### config.mk
export PLATFORM = sky130hd
export DESIGN_NAME = ps2_rx
export DESIGN_NICKNAME = d
export VERILOG_FILES = /design/src/rtl/ps2_pkg.sv /design/src/rtl/ps2_line_filter.sv /design/src/rtl/ps2_rx.sv
export SDC_FILE = /design/constraint.sdc
export NUM_CORES = 1
export LEC_CHECK = 0
export CAP_MARGIN = 0
export CORE_MARGIN = 1
export CORE_UTILIZATION = 43
export CTS_CLUSTER_SIZE = 10
export DETAILED_ROUTE_END_ITERATION = 8
export RECOVER_POWER = 25
export SLEW_MARGIN = 25
export SYNTH_ARGS = -nofsm -noshare
export SYNTH_HDL_FRONTEND = slang
export SYNTH_SLANG_ARGS = --single-unit
export TNS_END_PERCENT = 30
### constraint.sdc
create_clock -name CLK -period 2.45 [get_ports CLK]
set_input_delay 0.49 -clock CLK [delete_from_list [all_inputs] [get_ports CLK]]
set_output_delay 0.49 -clock CLK [all_outputs]
set_load 0.03 [all_outputs]
### src/rtl/ps2_pkg.sv
// Shared PS/2 receive definitions: FSM states, frame constants and prefix codes
// used by both the receiver and the keyboard decoder.
package ps2_pkg;

    typedef enum logic [1:0] {
        ST_IDLE,
        ST_DATA,
        ST_PARITY,
        ST_STOP
    } ps2_state_t;

    localparam int unsigned FRAME_DATA_BITS = 8;
    localparam logic        ODD_PARITY      = 1'b1;

    localparam logic [7:0] EXT   = 8'hE0;
    localparam logic [7:0] BREAK = 8'hF0;

    // Data bits plus parity bit must hold an odd number of ones.
    function automatic logic parity_ok(input logic [FRAME_DATA_BITS-1:0] d, input logic p);
        return (^{d, p}) == ODD_PARITY;
    endfunction

endpackage

### src/rtl/ps2_line_filter.sv
// Two-flop synchronizer followed by a FILTER_LEN-sample agreement filter;
// the filtered level only changes once every sample in the window agrees.
module ps2_line_filter
    import ps2_pkg::*;
#(
    parameter int unsigned FILTER_LEN = 8
) (
    input  logic i_clk,
    input  logic i_rst_n,
    input  logic i_line,
    output logic o_level
);

    logic [1:0]            r_sync;
    logic [FILTER_LEN-1:0] r_shift;
    logic                  r_level;

    always_ff @(posedge i_clk or negedge i_rst_n) begin
        if (!i_rst_n) begin
            r_sync  <= '1;
            r_shift <= '1;
            r_level <= 1'b1;
        end else begin
            r_sync  <= {r_sync[0], i_line};
            r_shift <= {r_shift[FILTER_LEN-2:0], r_sync[1]};
            if (&r_shift) begin
                r_level <= 1'b1;
            end else if (~|r_shift) begin
                r_level <= 1'b0;
            end
        end
    end

    assign o_level = r_level;

endmodule

### src/rtl/ps2_rx.sv
// PS/2 device-to-host receiver: filters the raw lines, frames 11-bit words on
// filtered clock falls and emits one-cycle VALID/ERROR strobes with the byte.
module ps2_rx
    import ps2_pkg::*;
#(
    parameter int unsigned FILTER_LEN     = 8,
    parameter int unsigned TIMEOUT_CYCLES = 2048
) (
    input  logic       CLK,
    input  logic       nRESET,
    input  logic       PS2_CLK,
    input  logic       PS2_DATA,
    output logic [7:0] DATA,
    output logic       VALID,
    output logic       ERROR,
    output logic       BUSY
);

    localparam int unsigned TO_W  = $clog2(TIMEOUT_CYCLES);
    localparam int unsigned CNT_W = $clog2(FRAME_DATA_BITS + 1);

    logic w_clk_filt;
    logic w_data_filt;

    logic                       r_clk_prev;
    logic                       r_fall;
    ps2_state_t                 r_state;
    logic [CNT_W-1:0]           r_bitcnt;
    logic [FRAME_DATA_BITS-1:0] r_shift;
    logic                       r_parity;
    logic [TO_W-1:0]            r_tocnt;
    logic [7:0]                 r_data;
    logic                       r_valid;
    logic                       r_error;
    logic                       r_busy;

    ps2_line_filter #(.FILTER_LEN(FILTER_LEN)) u_clk_filter (
        .i_clk   (CLK),
        .i_rst_n (nRESET),
        .i_line  (PS2_CLK),
        .o_level (w_clk_filt)
    );

    ps2_line_filter #(.FILTER_LEN(FILTER_LEN)) u_data_filter (
        .i_clk   (CLK),
        .i_rst_n (nRESET),
        .i_line  (PS2_DATA),
        .o_level (w_data_filt)
    );

    // One pulse per filtered high-to-low transition of the PS/2 clock.
    always_ff @(posedge CLK or negedge nRESET) begin
        if (!nRESET) begin
            r_clk_prev <= 1'b1;
            r_fall     <= 1'b0;
        end else begin
            r_clk_prev <= w_clk_filt;
            r_fall     <= r_clk_prev & ~w_clk_filt;
        end
    end

    // Frame FSM; a fall pulse takes priority over a coincident timeout expiry.
    always_ff @(posedge CLK or negedge nRESET) begin
        if (!nRESET) begin
            r_state  <= ST_IDLE;
            r_bitcnt <= '0;
            r_shift  <= '0;
            r_parity <= 1'b0;
            r_tocnt  <= '0;
            r_data   <= 8'h00;
            r_valid  <= 1'b0;
            r_error  <= 1'b0;
            r_busy   <= 1'b0;
        end else begin
            r_valid <= 1'b0;
            r_error <= 1'b0;
            if (r_state == ST_IDLE) begin
                r_tocnt <= '0;
                if (r_fall && !w_data_filt) begin
                    r_state  <= ST_DATA;
                    r_bitcnt <= '0;
                    r_busy   <= 1'b1;
                end
            end else if (r_fall) begin
                r_tocnt <= '0;
                case (r_state)
                    ST_DATA: begin
                        r_shift  <= {w_data_filt, r_shift[FRAME_DATA_BITS-1:1]};
                        r_bitcnt <= r_bitcnt + CNT_W'(1);
                        if (r_bitcnt == CNT_W'(FRAME_DATA_BITS - 1)) begin
                            r_state <= ST_PARITY;
                        end
                    end
                    ST_PARITY: begin
                        r_parity <= w_data_filt;
                        r_state  <= ST_STOP;
                    end
                    ST_STOP: begin
                        if (parity_ok(r_shift, r_parity) && w_data_filt) begin
                            r_data  <= r_shift;
                            r_valid <= 1'b1;
                        end else begin
                            r_error <= 1'b1;
                        end
                        r_state <= ST_IDLE;
                        r_busy  <= 1'b0;
                    end
                    default: begin
                        r_state <= ST_IDLE;
                        r_busy  <= 1'b0;
                    end
                endcase
            end else if (r_tocnt == TO_W'(TIMEOUT_CYCLES - 1)) begin
                r_error <= 1'b1;
                r_state <= ST_IDLE;
                r_busy  <= 1'b0;
                r_tocnt <= '0;
            end else begin
                r_tocnt <= r_tocnt + TO_W'(1);
            end
        end
    end

    assign DATA  = r_data;
    assign VALID = r_valid;
    assign ERROR = r_error;
    assign BUSY  = r_busy;

endmodule

==> results of run 1 <==
## cell families (layout without fill, tap and decap cells)
logic type                 Yosys count  count (layout)  synth area share [%]
xor gates and xnor gates            16              16                 7.111
AOI/OAI and AO/OA                   20              20                 4.725
muxes                               12              12                 6.527
DFF                                 61              61                 60.55
and+or+nand+nor                     89              89                 16.22
adders and majority gates            6               6                 2.922
buffers and inverters               11              40                 1.948
## how the worst max path moves through the flow
stage | start | to | slack [ns] | cells past startpoint
2_1_floorplan | r_state[0] | DATA[0] | 0.56 | 7
3_3_place_gp | r_shift[5] | DATA[6] | 0.60 | 4
3_5_place_dp | r_state[1] | r_state[0] | 0.58 | 6
4_1_cts | DATA[7] | DATA[7] | 0.57 | 1
5_1_grt | r_state[1] | r_state[0] | 0.43 | 6
6_report | r_state[1] | r_state[0] | 0.57 | 6
## power groups by stage
stage	clock network, mW	registers, mW	logic (mW)
floorplan	0	1.17	0.275
CTS	0.879	1.16	0.405
detailed placement	0	1.18	0.406
global route	0.919	1.17	0.455
global placement	0	1.18	0.398
finish	0.844	1.16	0.396
## layout make-up
type | instances | area (µm²) | share of cell area [%]
multi-input combinational | 143 | 963.4 | 32.07
inverter | 5 | 18.77 | 0.6247
sequential | 61 | 1555 | 51.77
timing repair buffer | 19 | 183.9 | 6.122
clock buffer | 15 | 187.7 | 6.247
clock inverter | 1 | 5.005 | 0.1666
tap | 72 | 90.09 | 2.999
## sequential cells by signal, indices dropped and copies added (netlist names), 2 cells and up
| register | cells |
|---|---|
| DATA | 8 |
| r_bitcnt | 4 |
| r_shift | 8 |
| r_state | 2 |
| r_tocnt | 11 |
| u_clk_filter.r_shift | 8 |
| u_clk_filter.r_sync | 2 |
| u_data_filter.r_shift | 8 |
| u_data_filter.r_sync | 2 |
## synth_stat cells, drive strengths merged, types with 2 or more instances
cell / instances
a21boi: 2
a21oi: 4
and3: 2
and4: 2
buf: 2
clkbuf: 4
dfrtp: 38
dfstp: 23
ha: 6
inv: 5
mux2: 11
nand2: 44
nand3: 6
nand4: 9
nor2: 12
nor2b: 4
nor3: 4
nor3b: 2
o21ai: 9
o41ai: 2
or4: 2
xnor2: 4
xnor3: 2
xor2: 9
## metal layers
metal  track usage, %  up-vias  routed length (µm)
li1                 -      786                   -
met2            25.43       22                2059
met4            6.545        0                  31
met3            5.172        2                 120
met1            20.48      803                2037
met5                0        -                   0
## metrics by stage
stage,cell area (µm²),instances,hold slack [ns]
4_1_cts,3005,316,0.1570
6_report,3004,316,0.3549
2_1_floorplan,2569,215,0.1944
5_1_grt,3004,316,0.3578
3_5_place_dp,2813,300,0.3476
3_3_place_gp,2813,300,0.3458
## layout by cell type, fill, tap and decap left out, drive strengths merged, types with 2 or more instances in the layout
cell | synthesis | routed
nor3b | 2 | 2
inv | 5 | 5
xnor3 | 2 | 2
and3 | 2 | 2
nor2 | 12 | 12
nand2 | 44 | 44
a21oi | 4 | 4
clkbuf | 4 | 16
clkdlybuf4s50 | 0 | 13
nand4 | 9 | 9
xor2 | 9 | 9
or4 | 2 | 2
dfstp | 23 | 23
nand3 | 6 | 6
mux2 | 11 | 11
nor2b | 4 | 4
xnor2 | 4 | 4
and4 | 2 | 2
nor3 | 4 | 4
buf | 2 | 5
ha | 6 | 6
o21ai | 9 | 9
o41ai | 2 | 2
dfrtp | 38 | 38
a21boi | 2 | 2
## critical path: stages (launching register included)
cell and delay [ns]:
dfrtp_1 0.41, inv_1 0.11, ha_1 0.29, and3b_1 0.21
o21ai_0 0.19, and4_1 0.26, or3_1 0.30
==> impl_summary.log, run 1 <==
[metrics] outcome: complete, no violations
[metrics] number of top-level pins: 15
[metrics] Worst Hold Path Cells: 0
[metrics] violation count after the first detailed-routing iteration: 104
[metrics] fraction of synthesized cell area taken by the top area cell type: 37.02%
[metrics] RePlAce Congestion: ~0.78
[metrics] Switching Power: ~650 µW
[metrics] clock insertion delay at the later pin of the skew report: about 0.33 ns
[metrics] Switching Fraction: 27.12%
[metrics] Detailed Routing Iterations Pass 1: 4
[metrics] top achievable clock speed: 531.9 MHz
[metrics] Setup Skew: between 0.01 and 0.015 ns
[metrics] startpoint-to-endpoint class of the critical path: register to register
[metrics] maximum clock path buffer count: 2
[metrics] worst path setup slack after routing: approximately 0.57 ns
[metrics] sinks on the clock net: roughly 60
[metrics] fraction of synthesis flops using an asynchronous set or reset pin: 100.0%
[metrics] total half-perimeter wirelength after legalization and detailed placement: 2889 µm
[metrics] Port Buffers: 14
[metrics] share of the core filled with cells in the final layout: 53.25%
[metrics] number of antenna violations at the first check in global routing: 0
[metrics] Slew Limit Headroom: 12.18%
[metrics] final sum of negative setup slack: 0 ns
[metrics] DRT antenna net count: 0
[metrics] first-pass GRT wire length: 7603 µm
[metrics] die area: 6287 µm²
[metrics] number of H-tree levels: 3
[metrics] number of nets produced by synthesis: between 200 and 250
[metrics] Min Clock Period, post-route: 1.880 ns
[metrics] number of warning messages in the yosys log: 0
[metrics] crit end category: register
[metrics] number of hold violations in the final report: 0
[metrics] average size of a mapped cell: 11.95 µm²
[metrics] Resize count post-CTS: 0
[metrics] leakage: 1.377 nW
[metrics] final critical-path share of the clock period: 76.74%
[metrics] cell depth of the worst flop-to-flop path: 6
[metrics] Int Power: 1.749 mW
[metrics] Syn-to-layout area delta: 16.95%
[metrics] start of the worst register-to-register path: r_state[1]
[metrics] vias in the first global route: 1658
[metrics] combinational share of power: between 10% and 20%
[metrics] clock tree from TritonCTS: built
[metrics] starting density of the core: 45.53%
[metrics] Yosys top cell by area: dfrtp_1
[metrics] count of nets after finishing: between 200 and 250
[metrics] cell types with the largest area share after synthesis: dfrtp_1, dfstp_2, nand2_1, mux2_4, xor2_1
[metrics] endpoint of the worst hold path: u_data_filter.r_shift[6]
[metrics] clock transition time at the flip-flop clock pins of the worst setup and hold paths: 0.07 ns
[metrics] FF-to-FF End: r_state[0]
[metrics] cell area after synthesis: 2569 µm²
[metrics] PD cells: around 800 nW/µm²
[metrics] Die Width: between 70 and 80 µm
[metrics] Place WS: slightly below 0.6 ns
[metrics] site row count: 27
[metrics] proportion of layout cells with a drive suffix above 1: 16.80%
[metrics] total routing usage reported by global routing: 16.14%
[metrics] CTS Hold Buffers Added: 0
[metrics] startpoint of the tightest hold check path: u_data_filter.r_shift[5]
[metrics] transition at the pin with the smallest max-transition slack: between 1 and 1.5 ns
[metrics] average wire per standard cell: 13.45 µm
[metrics] critical path data required time: 2.65 ns
[metrics] # Max-Cap Violations: 0
[metrics] number of enable flip-flop cells after synthesis: 0
[metrics] number of vias after detailed routing: 1613
[metrics] part of the Yosys area used for sequential elements: 60.55%
[metrics] critical path peak fanout: 7
[metrics] cts bufs inserted: 9
[metrics] core region area: 5642 µm²
[metrics] Die H: 79.29 µm
[metrics] Root Buffer Master: clkbuf_8
[metrics] overflow left after global routing: 0
[metrics] Synth Instances: 215
[metrics] Setup Buffers After CTS: 0
[metrics] DRT Wirelength: 4249 µm
[metrics] fraction of power consumed by the clock network: about a third
[metrics] library cells used by synthesis: 33
[metrics] register bit total from synthesis: 61
[metrics] setup repair after global routing missed its margin: no
[metrics] number of inserted filler cells in the final layout: 486
[metrics] overall power: between 2 and 2.5 mW
[metrics] pin count of the biggest net entering global routing: 39
[metrics] detail-routed via count per cell: 5.104
[metrics] Pins Over Slew Limit: 0
[metrics] kind of start point of the critical path: register
[metrics] antenna cell count: 0
[metrics] number of design rule violations left after detail routing: 0
[metrics] Max VDD drop: 0.0004012 V
[metrics] sequential share of power: 48.3%
[metrics] path class of the lowest-slack min-delay path: register to register
[metrics] minimum setup slack among reg-to-reg paths: 0.57 ns
[metrics] most frequently used flop master after synthesis: dfrtp_1
[metrics] endpoint arrival time on the critical path: between 2 and 2.5 ns
[metrics] final setup violating endpoints: 0
(Power assumes the default switching activity.)
==> inputs of run 2 (changes only) <==
==> constraint.sdc (replaced) <==
create_clock -name CLK -period 1.85 [get_ports CLK]
set_input_delay 0.37 -clock CLK [delete_from_list [all_inputs] [get_ports CLK]]
set_output_delay 0.37 -clock CLK [all_outputs]
set_load 0.03 [all_outputs]
==> impl_summary.log, run 2 (synthesis results as in run 1) <==
[metrics] sinks on the clock net: 61 (unchanged)
[metrics] cts bufs inserted: 9 (unchanged)
[metrics] PD cells: 1119 nW/µm² (was 798.8 nW/µm²)
[metrics] leakage: 1.485 nW (was 1.377 nW)
[metrics] Root Buffer Master: clkbuf_8 (unchanged)
[metrics] starting density of the core: 45.53% (unchanged)
[metrics] CTS Hold Buffers Added: 0 (unchanged)
[metrics] worst path setup slack after routing: 0.007017 ns (was 0.5699 ns)
[metrics] share of the core filled with cells in the final layout: 56.38% (was 53.25%)
[metrics] total routing usage reported by global routing: 16.20% (was 16.14%)
[metrics] DRT Wirelength: 4350 µm (was 4249 µm)
[metrics] first-pass GRT wire length: 7665 µm (was 7603 µm)
[metrics] number of top-level pins: 15 (unchanged)
[metrics] final setup violating endpoints: 0 (unchanged)
[metrics] minimum setup slack among reg-to-reg paths: 0.007 ns (was 0.57 ns)
[metrics] most frequent standard cell in the layout excluding fill and tap cells: nand2_1 (unchanged)
[metrics] Syn-to-layout area delta: 23.82% (was 16.95%)
[metrics] slowest cell delay on critical path: 0.48 ns (was 0.41 ns)
[metrics] number of hold violations in the final report: 0 (unchanged)
[metrics] site row count: 27 (unchanged)
[metrics] violation count after the first detailed-routing iteration: 36 (was 104)
[metrics] Top delay family on crit path: multiplexers (was simple AND/OR/NAND/NOR gates)
[metrics] Die H: 79.29 µm (unchanged)
[metrics] antenna cell count: 0 (unchanged)
[metrics] proportion of layout cells with a drive suffix above 1: 29.23% (was 16.80%)
[metrics] Max VDD drop: 0.0005269 V (was 0.0004012 V)
[metrics] path class of the lowest-slack min-delay path: register to register (unchanged)
[metrics] Largest register FFs: 11 (unchanged)
[metrics] vias in the first global route: 1665 (was 1658)
[metrics] top achievable clock speed: 542.6 MHz (was 531.9 MHz)
[metrics] final critical-path share of the clock period: 99.62% (was 76.74%)
[metrics] count of nets after finishing: 265 (was 249)
[metrics] average wire per standard cell: 13.10 µm (was 13.45 µm)
[metrics] clock insertion delay at the later pin of the skew report: 0.33 ns (about the same)
[metrics] Pins Over Slew Limit: 0 (unchanged)
[metrics] most frequent cells in the layout: nand2_1, dfrtp_1, dfstp_2 (was nand2_1, dfrtp_1, clkdlybuf4s50_1)
[metrics] number of H-tree levels: 3 (unchanged)
[metrics] number of inserted filler cells in the final layout: 490 (was 486)
[metrics] most prevalent standard cell on the critical path: mux2_4
[metrics] maximum clock path buffer count: 2 (unchanged)
[metrics] Port Buffers: 14 (unchanged)
[metrics] cells traversed along the worst timing path: xor2_1 > xnor3_2 > mux2_4 > mux2_4 (was inv_1 > ha_1 > and3b_1 > o21ai_0 > and4_1 > or3_1)
[metrics] outcome: complete, no violations (unchanged)
[metrics] # Max-Cap Violations: 0 (unchanged)
[metrics] total half-perimeter wirelength after legalization and detailed placement: 2830 µm (was 2889 µm)
[metrics] clock transition time at the flip-flop clock pins of the worst setup and hold paths: 0.06 ns (was 0.07 ns)
[metrics] die area: 6287 µm² (unchanged)
[metrics] critical path data required time: 2.06 ns (was 2.65 ns)
[metrics] crit end category: register (unchanged)
[metrics] critical path peak fanout: 5 (was 7)
[metrics] Detailed Routing Iterations Pass 1: 4 (unchanged)
[metrics] endpoint arrival time on the critical path: 2.05 ns (was 2.08 ns)
[metrics] Setup Skew: 0.006224 ns (was 0.01017 ns)
[metrics] Die Width: 79.29 µm (unchanged)
[metrics] RePlAce Congestion: 0.7560 (was 0.7794)
[metrics] register ranked first by flip-flop count: r_tocnt (unchanged)
[metrics] core region area: 5642 µm² (unchanged)
[metrics] standard cell area after detailed placement: 2920 µm² (was 2813 µm²)
[metrics] Min Clock Period, post-route: 1.843 ns (was 1.880 ns)
[metrics] detail-routed via count per cell: 5.012 (was 5.104)
[metrics] master of the slowest instance on the critical path: xnor3_2 (was dfrtp_1)
[metrics] overflow left after global routing: 0 (unchanged)
[metrics] number of vias after detailed routing: 1664 (was 1613)
[metrics] overall power: 3.558 mW (was 2.400 mW)
[metrics] pin count of the biggest net entering global routing: 62 (was 39)
[metrics] Slew Limit Headroom: 5.231% (was 12.18%)
[metrics] DRT antenna net count: 0 (unchanged)
[metrics] Non-Filler Cell Area, Final: 3181 µm² (was 3004 µm²)
[metrics] startpoint-to-endpoint class of the critical path: register to register (unchanged)
[metrics] Place WS: 0.04021 ns (was 0.5819 ns)
[metrics] number of design rule violations left after detail routing: 0 (unchanged)
[metrics] number of antenna violations at the first check in global routing: 0 (unchanged)
[metrics] kind of start point of the critical path: register (unchanged)
[metrics] final sum of negative setup slack: 0 ns (unchanged)
[metrics] setup repair after global routing missed its margin: yes (was no)
[metrics] Buf+Inv Stages, Crit Path: 0 (was 1)
[metrics] transition at the pin with the smallest max-transition slack: 1.422 ns (was 1.317 ns)
[metrics] clock tree from TritonCTS: built (unchanged)
[run 2: report_power, final]
group | switching (mW) | internal, mW | leakage [nW]
registers | 0.0785 | 1.45 | 0.764
clock network | 0.484 | 0.858 | 0.123
logic | 0.346 | 0.344 | 0.598
total | 0.908 | 2.65 | 1.48
[run 2: worst paths after layout]
path / from / end / depth (start not counted)
min in group asynchronous: nRESET / r_bitcnt[2] / 2
max: r_shift[1] / DATA[7] / 4
max reg2reg: r_shift[1] / DATA[7] / 4
min reg2reg: u_data_filter.r_sync[1] / u_data_filter.r_shift[0] / 0
max in group asynchronous: nRESET / r_state[1] / 2
min: u_data_filter.r_sync[1] / u_data_filter.r_shift[0] / 0
[run 2: routing by layer]
layer	wire length (µm)	track usage, %	vias to the layer above	share of wire [%]
met2	2051	25.00	29	47
met1	2088	20.52	818	48
li1	-	-	815	-
met3	186	6.207	2	4.3
met5	0	0	-	0
met4	24	6.182	0	0.55
[run 2: stage by stage]
stage | hold WS, ns | cells
after floorplan | 0.07441 | 215
after global placement | 0.3460 | 314
after detailed placement | 0.3478 | 314
after CTS | 0.03064 | 330
after global routing | 0.3583 | 332
final | 0.3560 | 332
[run 2: area by class of cell]
cell class	count	area (µm²)	share of cell area (%)
sequential	61	1555	48.90
clock buffer	14	205.2	6.452
inverter	5	18.77	0.5901
multi-input combinational	144	993.5	31.24
timing repair buffer	34	282.8	8.891
tap	72	90.09	2.832
clock inverter	2	35.03	1.101
[run 2: what timing repair did]
item,4_1_cts,5_1_grt
buffers inserted,0,1
gates resized for setup,0,4
endpoints found under the setup margin,0,10
